[src/rtl/fetch_decode_stage.sv]
// Fetch and field-split stage: sequences the PC, fetches words over a
// request/ready port and presents opcode/register/immediate fields downstream.
module fetch_decode_stage #(
  parameter int unsigned IMM_W    = 16,
  parameter logic [31:0] RESET_PC = 32'h0000_0000,
  parameter int unsigned PC_STEP  = 4
) (
  input  logic             clk,
  input  logic             rst,
  output logic             imem_req,
  output logic [31:0]      imem_addr,
  input  logic             imem_ready,
  input  logic [31:0]      imem_data,
  input  logic             redirect_valid,
  input  logic [31:0]      redirect_pc,
  output logic             out_valid,
  input  logic             out_ready,
  output logic [31:0]      out_pc,
  output logic [5:0]       out_opcode,
  output logic [4:0]       out_rd,
  output logic [4:0]       out_rs1,
  output logic [IMM_W-1:0] out_imm,
  output logic             out_u
);

  localparam int unsigned AddrW  = 32;
  localparam int unsigned InstrW = 32;

  typedef enum logic [1:0] {
    IDLE  = 2'd0,
    FETCH = 2'd1,
    HOLD  = 2'd2
  } stateT;

  stateT             state;
  stateT             stateNext;
  logic [AddrW-1:0]  pc;
  logic [AddrW-1:0]  pcNext;
  logic [InstrW-1:0] instr;
  logic [InstrW-1:0] instrNext;

  // State, PC and instruction register; reset wins over redirect and handshakes
  always_ff @(posedge clk) begin
    if (rst) begin
      state <= IDLE;
      pc    <= RESET_PC;
      instr <= '0;
    end else begin
      state <= stateNext;
      pc    <= pcNext;
      instr <= instrNext;
    end
  end

  // Next-state, capture and handshake decode
  always_comb begin
    stateNext = state;
    pcNext    = pc;
    instrNext = instr;
    imem_req  = 1'b0;
    out_valid = 1'b0;

    case (state)
      IDLE: stateNext = FETCH;
      FETCH: begin
        imem_req = 1'b1;
        if (imem_ready) begin
          instrNext = imem_data;
          stateNext = HOLD;
        end
      end
      HOLD: begin
        out_valid = 1'b1;
        if (out_ready) begin
          pcNext    = pc + AddrW'(PC_STEP);
          stateNext = FETCH;
        end
      end
      default: stateNext = IDLE;
    endcase

    // Redirect discards any same-cycle response and masks the held bundle
    if (redirect_valid) begin
      out_valid = 1'b0;
      instrNext = instr;
      pcNext    = redirect_pc;
      stateNext = FETCH;
    end
  end

  assign imem_addr  = pc;
  assign out_pc     = pc;
  assign out_opcode = instr[31:26];
  assign out_rd     = instr[25:21];
  assign out_rs1    = instr[20:16];
  assign out_imm    = instr[IMM_W-1:0];
  assign out_u      = instr[31];

endmodule

[config.mk]
export PLATFORM = sky130hd
export DESIGN_NAME = fetch_decode_stage
export DESIGN_NICKNAME = d
export VERILOG_FILES = /design/src/rtl/fetch_decode_stage.sv
export SDC_FILE = /design/constraint.sdc
export NUM_CORES = 1
export LEC_CHECK = 0
export ABC_AREA = 1
export ABC_CLOCK_PERIOD_IN_PS = 1700
export CAP_MARGIN = 20
export CORE_MARGIN = 3
export CORE_UTILIZATION = 30
export DETAILED_ROUTE_END_ITERATION = 12
export SLEW_MARGIN = 0
export SYNTH_ARGS = -nofsm -noshare
export SYNTH_HDL_FRONTEND = slang
export SYNTH_SLANG_ARGS = --single-unit
export TNS_END_PERCENT = 50
[constraint.sdc]
create_clock -name clk -period 1.7 [get_ports clk]
set_input_delay 0.34 -clock clk [delete_from_list [all_inputs] [get_ports clk]]
set_output_delay 0.34 -clock clk [all_outputs]
set_load 0.02 [all_outputs]
# Word-level counts from Yosys, hierarchy flattened
# Cells that the tools add are included.
[totals] reg_bits=66 out_inout_bits=99 word_cells=30
[classes] addsub=1 eq_ne=6 n_mux=10 bitwise_logic=1 reduce_logical=8
[op_table] cell="2-to-1 mux 32 bit" n=3
[op_table] cell="adder 32 x 3 -> 32 bit, second input constant" n=1
[op_table] cell="!= test 3 bit, second input constant" n=2
[op_table] cell="case mux 2 bit (3 select lines)" n=1
[op_table] cell="AND reduction 2 bit" n=3
[op_table] cell="2-to-1 mux 1 bit" n=4
[op_table] cell="2-to-1 mux 2 bit" n=2
[op_table] cell="!= test 2 bit, second input constant" n=2
[op_table] cell="nonzero test 2 bit" n=2
[op_table] cell="AND reduction 3 bit" n=1
[op_table] cell="equality test 2 x 1 -> 1 bit, second input constant" n=1
[op_table] cell="equality test 2 bit, second input constant" n=1
[op_table] cell="zero test 2 bit" n=1
[op_table] cell="OR reduction 2 bit" n=1
[op_table] cell="NOT 1 bit" n=1

# Depth between registers and ports, before layout
[depth] ltp_word=4 depth_mapped=11 depth_no_buf=11

# Worst setup path before layout
# Ideal clock, no wire load.
[synth_timing] kind="reg2reg" startpoint="register pc[2] (netlist: imem_addr[2])" endpoint="register pc[30] (netlist: imem_addr[30])" setup_ns=0.109 arrival_ns=1.429 required_ns=1.591 slack_ns=0.162 stages_incl_launch_ff=11 path_buffers=0 period_less_slack_ns=1.538 cell_sequence="dfxtp_1 > ha_1 > nand3_2 > nor2_2 > nand2_2 > nor2_4 > nand2_1 > nand2_1 > nand3_1 > nand2_1 > inv_1"
[synth_via] elab_chain_cells=4
[synth_lines] item="start, declared" line="37" source="logic [AddrW-1:0] pc;"
[synth_lines] item="start signal, assigned" line="50" source="pc <= pcNext;"
[synth_lines] item="adder 32 x 3 -> 32 bit" line="75" source="pcNext = pc + AddrW'(PC_STEP);"
[synth_lines] item="2-to-1 mux 32 bit" line="74" source="if (out_ready) begin"
[synth_lines] item="2-to-1 mux 32 bit" line="63" source="case (state)"
[synth_lines] item="2-to-1 mux 32 bit" line="83" source="if (redirect_valid) begin"
# No other way between the ends. The select of a mux whose other input is x is not followed.
# A chain may end at the register's enable or synchronous reset.

# Worst setup path after layout
[layout_timing] startpoint="register pc[21] (netlist: imem_addr[21])" endpoint="output port out_pc[21]"
[layout_rtl] item="end, declared" line="18" source="output logic [31:0] out_pc,"
# No word-level cell between the ends.

==> impl_metrics.py <==
metrics = {
    "synth": {
        "muxShareOfSynthArea_pct": 0,
        "synth_edf_count": 0,
        "avgSynthCellArea_sq_um": 6.805,
        "synth_top_family_by_area": "simple AND/OR/NAND/NOR gates",
        "synth-compound-area-share_pct": 13.78,
        "ys_seq_area_share_pct": 36.57,
        "syn_area_sq_um": 3613,
        "syn_inst": 531,
        "yosysTopAreaCell": "dfxtp_1",
        "syn-num-nets": 601,
        "synth_top_area_share_pct": 36.57,
        "yosysUniqueCellTypes": 36,
        "synth_area_leaders": "dfxtp_1 37%, nor2_1 11%, nand2_1 9.8%",
        "ys_top_cells_by_count": "102 x nor2_1, 94 x nand2_1, 66 x dfxtp_1",
        "async_flop_share_pct": 0,
        "yosysMostFrequentCell": "nor2_1",
        "ys_seq_elements": 66,
        "synth.yosys.warnings": 0,
        "synth-xor-area-share_pct": 1.939,
        "synth_simple_gate_area_share_pct": 32.86,
        "synth_fa_ha_area_share_pct": 0.3463,
        "yosys_most_used_dff": "dfxtp_1",
    },
    "sta": {
        "hold_viol_final": 0,
        "worst_pin_slew_ps": 328.3,
        "finalCritPeriodShare_pct": 98.33,
        "slew_viol_final": 0,
        "skew_ps": 6.323,
        "fin_crit_ps": 1672,
        "slew_headroom_pct": 78.08,
        "setup-tns-final_ps": 0,
        "grt_setup_unrepaired": "false",
        "setup_violations": 0,
        "timing.fmax_mhz": 598.2,
    },
    "clock_tree": {
        "clock_latency_ps": 320,
        "cts_sinks": 66,
        "clkSlewWorstSetupHoldPaths_ps": 60,
        "post_cts.repair.setup_buffers": 0,
        "cts_tree": "built",
        "cts_buffers": 9,
        "cts_resized": 55,
        "cts_root_buffer": "clkbuf_16",
        "cts_buffer_depth": 2,
        "cts_htree_levels": 3,
        "ctsHoldBuffers": 0,
    },
    "cells_and_area": {
        "final_core_util_pct": 47.91,
        "area_growth_pct": 53.98,
        "n_antenna_cell": 0,
        "fin_nets": 743,
        "drive_gt1_share_pct": 11.08,
        "fillers": 1177,
    },
    "floorplan": {
        "fp-row-count": 39,
        "die_width_um": 115.8,
        "die_h_um": 115.8,
        "pin_count": 168,
        "start_util_pct": 31.11,
        "core_area_sq_um": 11610,
        "dieArea_sq_um": 13400,
    },
    "drt": {
        "drt_iter0_drc": 115,
        "wl_met1_um": 4849,
        "vias": 3812,
        "first_pass_iters": 4,
        "drc": 0,
        "drt-vias-per-instance": 4.649,
        "wl_met3_um": 1035,
        "top_layer": "met4",
        "routed_wl_um": 11690,
        "wl_per_cell_um": 14.25,
        "wl_met2_um": 5633,
        "ant_nets": 0,
    },
    "worst_hold_path": {
        "whs_endpoint": "imem_addr[2]$_SDFFE_PP0P_",
        "min_path_type": "register to register",
        "hp-start": "imem_addr[2]$_SDFFE_PP0P_",
        "hold_depth": 2,
    },
    "worst_setup_path": {
        "reg2reg_setup_slack_ps": 140,
        "crit_buf_inv": 1,
        "reg2reg_depth": 8,
        "start_kind": "register",
        "cp_top_family": "buffers and inverters",
        "cpMaxStageDelayCell": "clkdlybuf4s50_1",
        "r2r-start": "imem_addr[5]$_SDFFE_PP0P_",
        "reg2reg_to": "imem_addr[31]$_SDFFE_PP0P_",
        "critPathMaxStageDelay_ps": 640,
        "cp_data_arrival_time_ps": 1330,
        "critPathCaptureType": "output port",
        "crit_path_max_fanout": 4,
        "path_cells": "clkdlybuf4s50_1",
        "cp_data_required_time_ps": 1360,
        "crit_type": "register to output port",
    },
    "power": {
        "peakVddDrop_v": 0.0005785,
        "power.density_nw_per_um2": 820.7,
        "leakage_uw": 0.002532,
    },
    "grt": {
        "antenna_found_initial": 0,
        "grt_pass1_vias": 3834,
        "gr-usage-all-layers_pct": 17.41,
        "grt_pass1_wl_um": 18580,
        "globalRouteOverflowTotal": 0,
        "grt_max_degree": 33,
    },
    "place": {
        "port_buffers": 167,
        "dp_hpwl_um": 8848,
        "gp_congestion": 0.8736,
    },
    "run_status": {
        "status": "completed",
    },
    "job": {
        "cap_violations": 0,
    },
}
power by group:
| part | internal (uW) | total (uW) | switching, uW |
|---|---|---|---|
| Clock | 1360 | 2020 | 665 |
| Sequential | 1640 | 1730 | 92.3 |
| Combinational | 400 | 816 | 416 |
| Total | 3390 | 4570 | 1170 |
area by class of cell:
| type | count | area (sq um) | area share, % |
|---|---|---|---|
| Tap cell | 143 | 178.9 | 3.216 |
| Sequential cell | 66 | 1329 | 23.88 |
| Clock inverter | 2 | 60.06 | 1.079 |
| Inverter | 45 | 168.9 | 3.036 |
| Multi-Input combinational cell | 366 | 1785 | 32.09 |
| Clock buffer | 13 | 260.3 | 4.677 |
| Timing Repair Buffer | 185 | 1782 | 32.02 |
layer usage:
metal	track usage, %	vias up
li1	-	1944
met1	20.41	1709
met2	29.90	147
met3	7.102	12
met4	4.022	0
met5	0	-
worst min-delay path: stages, from the launching register on:
cell and delay, ps:
dfxtp_2 350, nand2_1 70, a21oi_1 50
placed cells by master, fill, tap and decap left out, types with 8 or more instances in the layout:
master | netlist | routed
clkdlybuf4s50_1 | 0 | 105
nor2_1 | 102 | 102
nand2_1 | 94 | 94
dfxtp_1 | 66 | 60
dlygate4sd2_1 | 0 | 54
o21ai_0 | 47 | 47
inv_1 | 39 | 39
nand3_1 | 35 | 34
a21oi_1 | 22 | 22
buf_4 | 33 | 16
a31oi_1 | 9 | 9
clkbuf_16 | 0 | 9
nand2_2 | 8 | 8
sequential cells by signal, indices dropped and copies added (netlist names):
| signal | count |
|---|---|
| imem_addr | 32 |
| instr | 32 |
| state | 2 |
cell families (layout without fill, tap and decap cells):
family                     Yosys count  count (layout)
xor gates and xnor gates             8               8
AOI/OAI and AO/OA                   91              91
DFF                                 66              66
buffers and inverters               99             245
and+or+nand+nor                    266             266
adders and majority gates            1               1
worst max path at each step:
stage,from,end,cells past startpoint
after floorplan,imem_addr[2]$_SDFFE_PP0P_,imem_addr[30]$_SDFFE_PP0P_,10
after global placement,redirect_valid,out_valid,3
after detailed placement,redirect_valid,instr[23]$_SDFFE_PP0P_,7
after CTS,imem_addr[31]$_SDFFE_PP0P_,imem_addr[31],1
after global routing,imem_addr[29]$_SDFFE_PP0P_,imem_addr[29],1
final,imem_addr[21]$_SDFFE_PP0P_,out_pc[21],1
metrics by stage:
stage                     hold slack, ps  total power [uW]  cells  instance area, sq um  setup WS (ps)
after floorplan                    474.9              2185    531                  3613          162.1
after global placement             480.3              2625    805                  5269         -168.5
after detailed placement           498.0              2635    805                  5269         -213.5
after CTS                          514.5              4629    820                  5520         0.4861
after global routing               532.1              4742    820                  5564          1.271
final                              508.2              4567    820                  5564          28.34
(Power assumes the default switching activity.)
